File: src/rtl/microsequencer_pkg.sv
// -----------------------------------------------------------------------------
// microsequencer_pkg
// Shared definitions for the microprogram sequencer:
//   - seq_op encodings SEQ_INC .. SEQ_RSV
//   - width helpers for the condition-select field, the microinstruction word
//     and the stack level counter, all derived from the block parameters.
// Microinstruction layout, MSB to LSB: ctrl | next_addr | seq_op | cond_sel | inv
// -----------------------------------------------------------------------------
package microsequencer_pkg;

    localparam int SEQ_OP_W = 3;

    typedef enum logic [SEQ_OP_W-1:0] {
        SEQ_INC  = 3'd0,
        SEQ_JMP  = 3'd1,
        SEQ_DEC  = 3'd2,
        SEQ_CJMP = 3'd3,
        SEQ_WAIT = 3'd4,
        SEQ_CALL = 3'd5,
        SEQ_RET  = 3'd6,
        SEQ_RSV  = 3'd7
    } seq_op_e;

    // Width of the cond_sel field; at least one bit even for a single condition.
    function automatic int cs_width(input int n_cond);
        return (n_cond > 1) ? $clog2(n_cond) : 1;
    endfunction

    // Total microinstruction width.
    function automatic int mi_width(input int ctrl_w, input int state_w, input int n_cond);
        return ctrl_w + state_w + SEQ_OP_W + cs_width(n_cond) + 1;
    endfunction

    // Width needed to count 0..depth occupied stack entries.
    function automatic int lvl_width(input int depth);
        return $clog2(depth + 1);
    endfunction

    // Width of a stack slot pointer.
    function automatic int ptr_width(input int depth);
        return (depth > 1) ? $clog2(depth) : 1;
    endfunction

endpackage

File: src/rtl/microsequencer_useq_stack.sv
// -----------------------------------------------------------------------------
// useq_stack
// Return-address LIFO for the microsequencer.
// Ports:
//   clk_i    clock, rising edge
//   rst_ni   asynchronous active-low reset (empties the stack)
//   push_i   push data_i (ignored when full)
//   pop_i    pop the top entry (ignored when empty)
//   data_i   value to push
//   top_o    current top entry (0 when empty)
//   level_o  number of occupied entries
//   full_o   stack holds DEPTH entries
//   empty_o  stack holds no entries
// -----------------------------------------------------------------------------
module useq_stack
    import microsequencer_pkg::*;
#(
    parameter int DEPTH = 4,
    parameter int WIDTH = 10
) (
    input  logic                         clk_i,
    input  logic                         rst_ni,
    input  logic                         push_i,
    input  logic                         pop_i,
    input  logic [WIDTH-1:0]             data_i,
    output logic [WIDTH-1:0]             top_o,
    output logic [lvl_width(DEPTH)-1:0]  level_o,
    output logic                         full_o,
    output logic                         empty_o
);

    localparam int LVL_W = lvl_width(DEPTH);
    localparam int PTR_W = ptr_width(DEPTH);

    logic [WIDTH-1:0] mem_q [DEPTH];
    logic [LVL_W-1:0] level_q;
    logic [LVL_W-1:0] level_d;
    logic [PTR_W-1:0] wr_ptr_s;
    logic [PTR_W-1:0] rd_ptr_s;
    logic             full_s;
    logic             empty_s;

    assign full_s   = (level_q == LVL_W'(DEPTH));
    assign empty_s  = (level_q == {LVL_W{1'b0}});
    // Next free slot is at index level; top sits just below it.
    assign wr_ptr_s = level_q[PTR_W-1:0];
    assign rd_ptr_s = wr_ptr_s - {{(PTR_W-1){1'b0}}, 1'b1};

    // Next occupancy from the guarded push/pop requests.
    always_comb begin
        level_d = level_q;
        if (push_i && !full_s) begin
            level_d = level_q + {{(LVL_W-1){1'b0}}, 1'b1};
        end else if (pop_i && !empty_s) begin
            level_d = level_q - {{(LVL_W-1){1'b0}}, 1'b1};
        end else begin
            level_d = level_q;
        end
    end

    // Occupancy counter and entry storage.
    always_ff @(posedge clk_i or negedge rst_ni) begin
        if (!rst_ni) begin
            level_q <= {LVL_W{1'b0}};
            for (int i = 0; i < DEPTH; i++) begin
                mem_q[i] <= {WIDTH{1'b0}};
            end
        end else begin
            level_q <= level_d;
            if (push_i && !full_s) begin
                mem_q[wr_ptr_s] <= data_i;
            end
        end
    end

    assign top_o   = empty_s ? {WIDTH{1'b0}} : mem_q[rd_ptr_s];
    assign level_o = level_q;
    assign full_o  = full_s;
    assign empty_o = empty_s;

endmodule

File: src/rtl/microsequencer.sv
// -----------------------------------------------------------------------------
// microsequencer
// Microprogram sequencer: holds the microinstruction register and current
// state, selects the next microaddress, and owns the call/return stack.
// Ports:
//   clk            clock, rising edge
//   reset          asynchronous active-low reset
//   hold           freezes all state while high
//   cond           live condition inputs (cond[0] = MOC)
//   decode_addr    opcode dispatch address from the encoder
//   uword          microstore word at uaddr
//   uaddr          next microaddress to the microstore (combinational)
//   ctrl           registered datapath control word
//   current_state  address of the microinstruction in the register
//   stack_level    occupied return-stack entries
//   fault          sticky sequencing fault flag
// -----------------------------------------------------------------------------
module microsequencer
    import microsequencer_pkg::*;
#(
    parameter int                 STATE_W     = 10,
    parameter int                 CTRL_W      = 24,
    parameter int                 N_COND      = 4,
    parameter int                 STACK_DEPTH = 4,
    parameter logic [STATE_W-1:0] FAULT_ADDR  = {STATE_W{1'b1}}
) (
    input  logic                                    clk,
    input  logic                                    reset,
    input  logic                                    hold,
    input  logic [N_COND-1:0]                       cond,
    input  logic [STATE_W-1:0]                      decode_addr,
    input  logic [mi_width(CTRL_W,STATE_W,N_COND)-1:0] uword,
    output logic [STATE_W-1:0]                      uaddr,
    output logic [CTRL_W-1:0]                       ctrl,
    output logic [STATE_W-1:0]                      current_state,
    output logic [lvl_width(STACK_DEPTH)-1:0]       stack_level,
    output logic                                    fault
);

    localparam int CS_W     = cs_width(N_COND);
    localparam int MI_W     = mi_width(CTRL_W, STATE_W, N_COND);
    localparam int LVL_W    = lvl_width(STACK_DEPTH);
    localparam int SEL_LSB  = 1;
    localparam int OP_LSB   = SEL_LSB + CS_W;
    localparam int NA_LSB   = OP_LSB + SEQ_OP_W;
    localparam int CTRL_LSB = NA_LSB + STATE_W;

    // Reset leaves a "JMP 0" with a zero control field in the register, so the
    // first un-held edge after release fetches word 0.
    localparam logic [MI_W-1:0] IR_RESET = MI_W'(SEQ_JMP) << OP_LSB;

    logic [MI_W-1:0]    ir_q;
    logic [MI_W-1:0]    ir_d;
    logic [STATE_W-1:0] state_q;
    logic [STATE_W-1:0] state_d;
    logic               fault_q;
    logic               fault_d;

    logic [STATE_W-1:0] next_addr_s;
    seq_op_e            op_s;
    logic [CS_W-1:0]    sel_s;
    logic               inv_s;
    logic               cond_bit_s;
    logic               c_s;
    logic [STATE_W-1:0] inc_s;
    logic [STATE_W-1:0] uaddr_s;
    logic               push_s;
    logic               pop_s;
    logic               fault_set_s;

    logic [STATE_W-1:0] stk_top_s;
    logic               stk_full_s;
    logic               stk_empty_s;
    logic [LVL_W-1:0]   stk_level_s;

    assign next_addr_s = ir_q[NA_LSB +: STATE_W];
    assign op_s        = seq_op_e'(ir_q[OP_LSB +: SEQ_OP_W]);
    assign sel_s       = ir_q[SEL_LSB +: CS_W];
    assign inv_s       = ir_q[0];
    assign inc_s       = state_q + {{(STATE_W-1){1'b0}}, 1'b1};

    // Condition select; selectors beyond N_COND match no input and read 0.
    always_comb begin
        cond_bit_s = 1'b0;
        for (int i = 0; i < N_COND; i++) begin
            cond_bit_s = cond_bit_s | ((sel_s == CS_W'(i)) & cond[i]);
        end
        c_s = cond_bit_s ^ inv_s;
    end

    // Next-address mux with stack requests and fault detection.
    always_comb begin
        uaddr_s     = inc_s;
        push_s      = 1'b0;
        pop_s       = 1'b0;
        fault_set_s = 1'b0;
        case (op_s)
            SEQ_INC:  uaddr_s = inc_s;
            SEQ_JMP:  uaddr_s = next_addr_s;
            SEQ_DEC:  uaddr_s = decode_addr;
            SEQ_CJMP: uaddr_s = c_s ? next_addr_s : inc_s;
            SEQ_WAIT: uaddr_s = c_s ? inc_s : state_q;
            SEQ_CALL: begin
                if (stk_full_s) begin
                    uaddr_s     = FAULT_ADDR;
                    fault_set_s = 1'b1;
                end else begin
                    uaddr_s = next_addr_s;
                    push_s  = 1'b1;
                end
            end
            SEQ_RET: begin
                if (stk_empty_s) begin
                    uaddr_s     = FAULT_ADDR;
                    fault_set_s = 1'b1;
                end else begin
                    uaddr_s = stk_top_s;
                    pop_s   = 1'b1;
                end
            end
            SEQ_RSV: begin
                uaddr_s     = FAULT_ADDR;
                fault_set_s = 1'b1;
            end
            default: begin
                uaddr_s     = FAULT_ADDR;
                fault_set_s = 1'b1;
            end
        endcase
    end

    // Register next-state: everything holds while hold is high.
    always_comb begin
        ir_d    = ir_q;
        state_d = state_q;
        fault_d = fault_q;
        if (hold) begin
            ir_d    = ir_q;
            state_d = state_q;
            fault_d = fault_q;
        end else begin
            ir_d    = uword;
            state_d = uaddr_s;
            fault_d = fault_q | fault_set_s;
        end
    end

    // Microinstruction register, current state and sticky fault.
    always_ff @(posedge clk or negedge reset) begin
        if (!reset) begin
            ir_q    <= IR_RESET;
            state_q <= {STATE_W{1'b0}};
            fault_q <= 1'b0;
        end else begin
            ir_q    <= ir_d;
            state_q <= state_d;
            fault_q <= fault_d;
        end
    end

    useq_stack #(
        .DEPTH (STACK_DEPTH),
        .WIDTH (STATE_W)
    ) u_stack (
        .clk_i   (clk),
        .rst_ni  (reset),
        .push_i  (push_s & ~hold),
        .pop_i   (pop_s & ~hold),
        .data_i  (inc_s),
        .top_o   (stk_top_s),
        .level_o (stk_level_s),
        .full_o  (stk_full_s),
        .empty_o (stk_empty_s)
    );

    assign uaddr         = reset ? uaddr_s : {STATE_W{1'b0}};
    assign ctrl          = ir_q[CTRL_LSB +: CTRL_W];
    assign current_state = state_q;
    assign stack_level   = stk_level_s;
    assign fault         = fault_q;

endmodule

File: config.mk
export PLATFORM = sky130hd
export DESIGN_NAME = microsequencer
export DESIGN_NICKNAME = d
export VERILOG_FILES = /design/src/rtl/microsequencer_pkg.sv /design/src/rtl/microsequencer_useq_stack.sv /design/src/rtl/microsequencer.sv
export SDC_FILE = /design/constraint.sdc
export NUM_CORES = 1
export LEC_CHECK = 0
export CAP_MARGIN = 10
export CORE_MARGIN = 8
export CORE_UTILIZATION = 40
export CTS_CLUSTER_SIZE = 24
export DETAILED_ROUTE_END_ITERATION = 10
export GPL_TIMING_DRIVEN = 1
export PLACE_DENSITY = 0.71
export SLEW_MARGIN = 20
export SYNTH_ARGS = -nofsm -noshare
export SYNTH_HDL_FRONTEND = slang
export SYNTH_HIERARCHICAL = 1
export SYNTH_SLANG_ARGS = --single-unit
File: constraint.sdc
create_clock -name clk -period 3.67 [get_ports clk]
set_clock_uncertainty 0.15 [all_clocks]
set_input_delay 0.9175 -clock clk [delete_from_list [all_inputs] [get_ports clk]]
set_output_delay 0.9175 -clock clk [all_outputs]
set_load 0.02 [all_outputs]
==> results.yml, run 1 <==
outcome:
  outcome: "finished with violations"
  violations: "setup timing"
floorplan:
  rows: 42
  initial_core_util_pct: 40.6
  die_area_um2: 17300
  die_h_um: 131
  design.core.area_um2: 13100
  fp.dieW_um: 131
  ios: 105
pwr:
  leakagePower_nw: 3.33
  power.density_nw_per_um2: 675
  power.total_mw: 5.23
  ir_drop_mv: 0.267
timing:
  min_period_ns: 3.94
  finalSetupViolations: 10
  clock.fmax_ghz: 0.254
  relSlewSlack_pct: 55.2
  slew_viol_final: 0
  rsz0062_at_grt: "yes"
  period_share_pct: 107
  fin_hold_ws_ns: 0.278
  layout_setup_ws_ns: -0.272
  tightestPinTransition_ns: 0.668
  finalHoldViolCount: 0
place:
  dpl.hpwl_mm: 11.6
  place_ws_ns: -1.04
  numPortBuffers: 104
  place_congestion: 0.883
  dp.cells: 772
cts:
  cts_sinks: 94
  postCtsHoldBufs: 0
  cts_buffers: 9
  path_clk_slew_ns: 0.06
  htree_levels: 3
  cts_tree: "yes"
  cts-root-buf: "clkbuf_16"
  clock_latency_ns: 0.35
  cts_buffer_depth: 2
detailed_routing:
  drtIter0Drc: 279
  drt_first_pass_iters: 4
  post_drt_wl_per_cell_um: 19.4
  dr_total_vias: 4392
  viasPerCell: 5.36
  wirelength_mm: 15.9
  antenna_left: 0
  route.detailed.drc: 0
grt:
  grt_pass1_vias: 4731
  grt-ovfl-total: 0
  grt_usage_pct: 18.7
  grt_pass1_wl_mm: 25.7
  antenna_found_initial: 0
  grt_max_degree: 55
worst_setup_path:
  r2r-start: "u_stack/level_o[0]"
  cp_max_fo: 3
  worstSetupPathType: "flip-flop to output port"
  crit_path_max_incr_delay_ns: 0.45
  path_cells: "inv_4, ha_4, buf_4, buf_6, mux4_2, and2_4, mux2i_4, nor2_2, a2111oi_4, nand4_1, a21oi_2, a21oi_2, buf_6"
  rrSetupSlack_ns: 0.17
  crit_path_start_kind: "flip-flop"
  rr_endpoint: "current_state[3]"
  required_ns: 2.60
  worstPathArrival_ns: 2.87
  reg2reg_depth: 18
  endpoint_kind: "output port"
  cpMaxStageDelayCell: "dfrtp_2"
cells_and_area:
  mostFrequentLayoutCells: "dfrtp_1, buf_4, clkdlybuf4s50_1"
  multi_input_area_um2: 2900
  syn_to_final_growth_pct: 45.3
  drive_gt1_share_pct: 44.0
  diodes: 0
  fin_cells: 819
  layout.nets: 701
  fill_cells: 1085
  final_common_cell: "dfrtp_1"
  ff_latch_area_um2: 2350
yosys:
  ys_seq_elements: 94
  avgSynthCellArea_um2: 11.3
  yosys_warnings: 6
  netlist_instances: 473
  syn-num-nets: 536
  synth-main-ff-cell: "dfrtp_1"
  ys_types: 63
  synthArstFlopShare_pct: 100
  synthesis.area_um2: 5330
  synth-edff-count: 0
  yosysSeqAreaShare_pct: 44.2
flow_run:
  cap_violations: 0
worst_hold_path:
  hold_path.class: "input pin to asynchronous set/reset pin"
[critical path, delay by kind of cell, from the launching register on]
kind | cells | cell delay (ns)
flops | 1 | 0.45
fa+ha+maj | 1 | 0.19
mux | 2 | 0.42
compound gates | 3 | 0.62
buf+inv | 4 | 0.45
simple gates | 3 | 0.41
[routing by layer]
layer / global-route usage (%) / wire [µm]
met2: 30.4 / 7840
met1: 22.8 / 6650
met3: 5.34 / 1020
met5: 0 / 0
met4: 7.98 / 350
[sequential cells by signal (all words and copies together), names as in the netlist]
signal           count
u_stack/mem_q       40
u_stack/level_o      3
fault                1
current_state       10
ir_q                40
[final cells by class]
type,count,area share [%]
multi-input cells,314,37.5
flip-flops and latches,94,30.4
repair buffers,205,24.6
clock buffers,13,3.36
well taps,176,2.84
inverters,14,0.711
clock inverters,3,0.549
[synthesized netlist by cell type (all sizes together) (5+ instances only)]
| master | instances | area (µm²) |
|---|---|---|
| clkbuf | 14 | 52.6 |
| xnor2 | 7 | 80.1 |
| xor2 | 7 | 61.3 |
| a21oi | 23 | 115 |
| o21ai | 30 | 150 |
| mux2i | 5 | 50.1 |
| mux2 | 82 | 931 |
| nand3 | 10 | 50.1 |
| ha | 5 | 62.6 |
| nor2 | 24 | 90.1 |
| inv | 13 | 48.8 |
| nor3 | 5 | 30.0 |
| mux4 | 11 | 248 |
| nand2 | 26 | 123 |
| and2 | 14 | 87.6 |
| buf | 37 | 254 |
| dfrtp | 93 | 2330 |
[timing repair]
| action | in CTS | in global routing |
|---|---|---|
| hold endpoints to repair | 0 | 0 |
| gates resized for setup | 124 | 28 |
| setup buffers | 28 | 5 |
| endpoints found under the setup margin | 10 | 11 |
| pin swaps | 32 | 18 |
| gates cloned | 2 | 0 |
[worst max path at each step]
stage | from | slack, ns | cells after the start | endpoint
finish | u_stack/level_o[0] | -0.27 | 13 | uaddr[9]
global route | u_stack/level_o[0] | -0.39 | 13 | uaddr[9]
CTS | u_stack/level_o[0] | -0.30 | 12 | uaddr[3]
detailed placement | cond[3] | -1.04 | 9 | uaddr[7]
global placement | cond[3] | -1.02 | 9 | uaddr[7]
floorplan | u_stack/level_o[0] | -0.006 | 12 | uaddr[3]
[kinds of logic (layout without fill, tap and decap cells)]
family	count (synthesis)	in the layout	synth area share, %
AOI/OAI and AO/OA	96	96	12.0
buffers and inverters	65	235	6.74
and+or+nand+nor	100	100	9.84
muxes	98	98	23.1
DFF	94	94	44.2
xor gates and xnor gates	14	14	2.65
adders and majority gates	6	6	1.55
[metrics by stage]
stage | area (µm²) | TNS [ns] | util, %
3_3_place_gp | 6870 | -9.14 | 52.3
4_1_cts | 7610 | -2.23 | 57.9
5_1_grt | 7740 | -3.03 | 59.0
2_1_floorplan | 5390 | -0.00567 | -
6_report | 7740 | -2.22 | 59.0
3_5_place_dp | 6870 | -9.33 | 52.3
[where the power goes]
group          internal (mW)  switching (mW)  total (mW)  leakage (nW)
Clock                  0.565           0.386       0.951         0.146
Combinational           1.53            1.21        2.75          2.04
Sequential              1.32           0.211        1.53          1.15
Note: power is estimated with default switching activity, not from simulation.
==> inputs of run 2 (changes only) <==
Settings changed: GPL_ROUTABILITY_DRIVEN set to 0, GPL_TIMING_DRIVEN 1 to 0.
==> run 2 against run 1 <==
Net effect: count of clock-buffer cells in the layout shrank 2; maximum frequency decreased by 3.1%; via count fell by 1.2%; routed wire length shrank 1.5%; non-clock buffer count down 27; the flow still finishes with violations (setup timing); design area shrank 4.8%.
==> results.yml, run 2 (same netlist as run 1, synthesis figures left out) <==
outcome:
  outcome: "finished with violations"
  violations: "setup timing"
worst_setup_path:
  r2r-start: "ir_q[3]"
  crit_path_max_incr_delay_ns: 0.39
  reg2reg_depth: 7
  endpoint_kind: "output port"
  required_ns: 2.60
  crit_family: "compound AO/OA/AOI/OAI gates"
  cp_max_fo: 6
  worstSetupPathType: "flip-flop to output port"
  cp.buffers_inverters: 3
  rrSetupSlack_ns: -0.02
  crit_path_start_kind: "flip-flop"
  worstPathArrival_ns: 3.00
  path_cells: "buf_12, inv_6, ha_4, mux4_2, and2_4, o21a_1, a21oi_2, o2111ai_2, a311oi_2, a21oi_2, o21a_2, buf_6"
  cpMaxStageDelayCell: "dfrtp_2"
  cpMostUsedCell: "a21oi_2"
  cp-startpoint: "u_stack/level_o[0]"
  rr_endpoint: "u_stack/level_o[1]"
flow_run:
  cap_violations: 0
floorplan:
  ios: 105
  die_h_um: 131
  rows: 42
  initial_core_util_pct: 40.6
  design.core.area_um2: 13100
  die_area_um2: 17300
  fp.dieW_um: 131
cells_and_area:
  layout.nets: 674
  multi_input_area_um2: 2890
  mostFrequentLayoutCells: "dfrtp_1, clkdlybuf4s50_1, mux2_2"
  drive_gt1_share_pct: 40.2
  final_common_cell: "dfrtp_1"
  diodes: 0
  finalInstanceArea_um2: 7380
  final_util_pct: 56.1
  syn_to_final_growth_pct: 38.4
  ff_latch_area_um2: 2360
  fill_cells: 1114
timing:
  min_period_ns: 4.07
  period_share_pct: 111
  relSlewSlack_pct: 30.5
  fin_hold_ws_ns: 0.321
  rsz0062_at_grt: "yes"
  finalSetupViolations: 12
  clock.fmax_ghz: 0.246
  finalHoldViolCount: 0
  slew_viol_final: 0
  tightestPinTransition_ns: 1.03
  tns_ns: -2.73
  layout_setup_ws_ns: -0.399
detailed_routing:
  wirelength_mm: 15.6
  viasPerCell: 5.49
  route.detailed.drc: 0
  post_drt_wl_per_cell_um: 19.7
  dr_total_vias: 4341
  antenna_left: 0
  drtIter0Drc: 367
  drt_first_pass_iters: 5
cts:
  cts_tree: "yes"
  htree_levels: 3
  cts_buffers: 9
  cts_buffer_depth: 2
  clock_latency_ns: 0.35
  cts_sinks: 94
  cts-root-buf: "clkbuf_16"
  path_clk_slew_ns: 0.06
pwr:
  combPwrFrac_pct: 49.7
  leakagePower_nw: 3.13
  power.density_nw_per_um2: 647
  p_clk_share_pct: 18.0
  power_frac_seq_pct: 32.3
  p_sw_share_pct: 36.5
  ir_drop_mv: 0.336
  power.total_mw: 4.77
  power_switching_mw: 1.74
  internal_power_mw: 3.03
grt:
  grt_pass1_vias: 4807
  grt_usage_pct: 18.4
  grt_max_degree: 65
  antenna_found_initial: 0
  grt_pass1_wl_mm: 25.4
  grt-ovfl-total: 0
place:
  numPortBuffers: 103
  dpl.hpwl_mm: 11.1
  dpl-instance-area_um2: 6670
worst_hold_path:
  hold_path.class: "input pin to asynchronous set/reset pin"
## run 2: changes by cell type in the layout (fill, tap and decap cells not counted), sizes merged
cell and delta:
clkbuf +10, clkinv +3, buf -40, clkdlybuf4s15 +1, clkinvlp -1, bufinv -1
## run 2: area by class of cell
type / count / area share, %
multi-input cells: 314 / 39.2
flip-flops and latches: 94 / 31.9
repair buffers: 129 / 17.0
plain buffers: 49 / 4.44
clock buffers: 11 / 3.29
well taps: 176 / 2.99
inverters: 14 / 0.780
clock inverters: 4 / 0.322
## run 2: power groups by stage
stage,clock network [mW],registers [mW],logic [mW]
3_5_place_dp,0,1.56,1.98
4_1_cts,0.892,1.53,2.29
3_3_place_gp,0,1.53,1.93
5_1_grt,0.926,1.58,2.54
6_report,0.858,1.54,2.37
2_1_floorplan,0,1.56,1.30
## run 2: worst max path at each step
stage                     depth (start not counted)  endpoint
final                                            12  uaddr[3]
after global routing                             12  uaddr[3]
after CTS                                        12  uaddr[3]
after detailed placement                          9  uaddr[2]
after global placement                            4  uaddr[0]
after floorplan                                  12  uaddr[3]
## run 2: per-stage QoR
| step | setup WS, ns | cells |
|---|---|---|
| after floorplan | -0.00567 | 473 |
| after global placement | -3.77 | 752 |
| after detailed placement | -1.21 | 753 |
| after CTS | -0.352 | 789 |
| after global routing | -0.496 | 791 |
| final | -0.399 | 791 |
## run 2: repair_timing
item,in CTS,in global routing
pin swaps,24,8
resized for setup,118,18
hold buffers,0,0
setup buffers,22,4
gates cloned,1,0
endpoints found under the setup margin,10,12
## run 2: metal layers
| metal | share of wire [%] | track usage [%] | vias up |
|---|---|---|---|
| met4 | 3.6 | 7.91 | 0 |
| met2 | 48 | 30.2 | 190 |
| met3 | 8.2 | 5.83 | 40 |
| li1 | - | - | 1966 |
| met5 | 0 | 0 | - |
| met1 | 40 | 21.9 | 2145 |
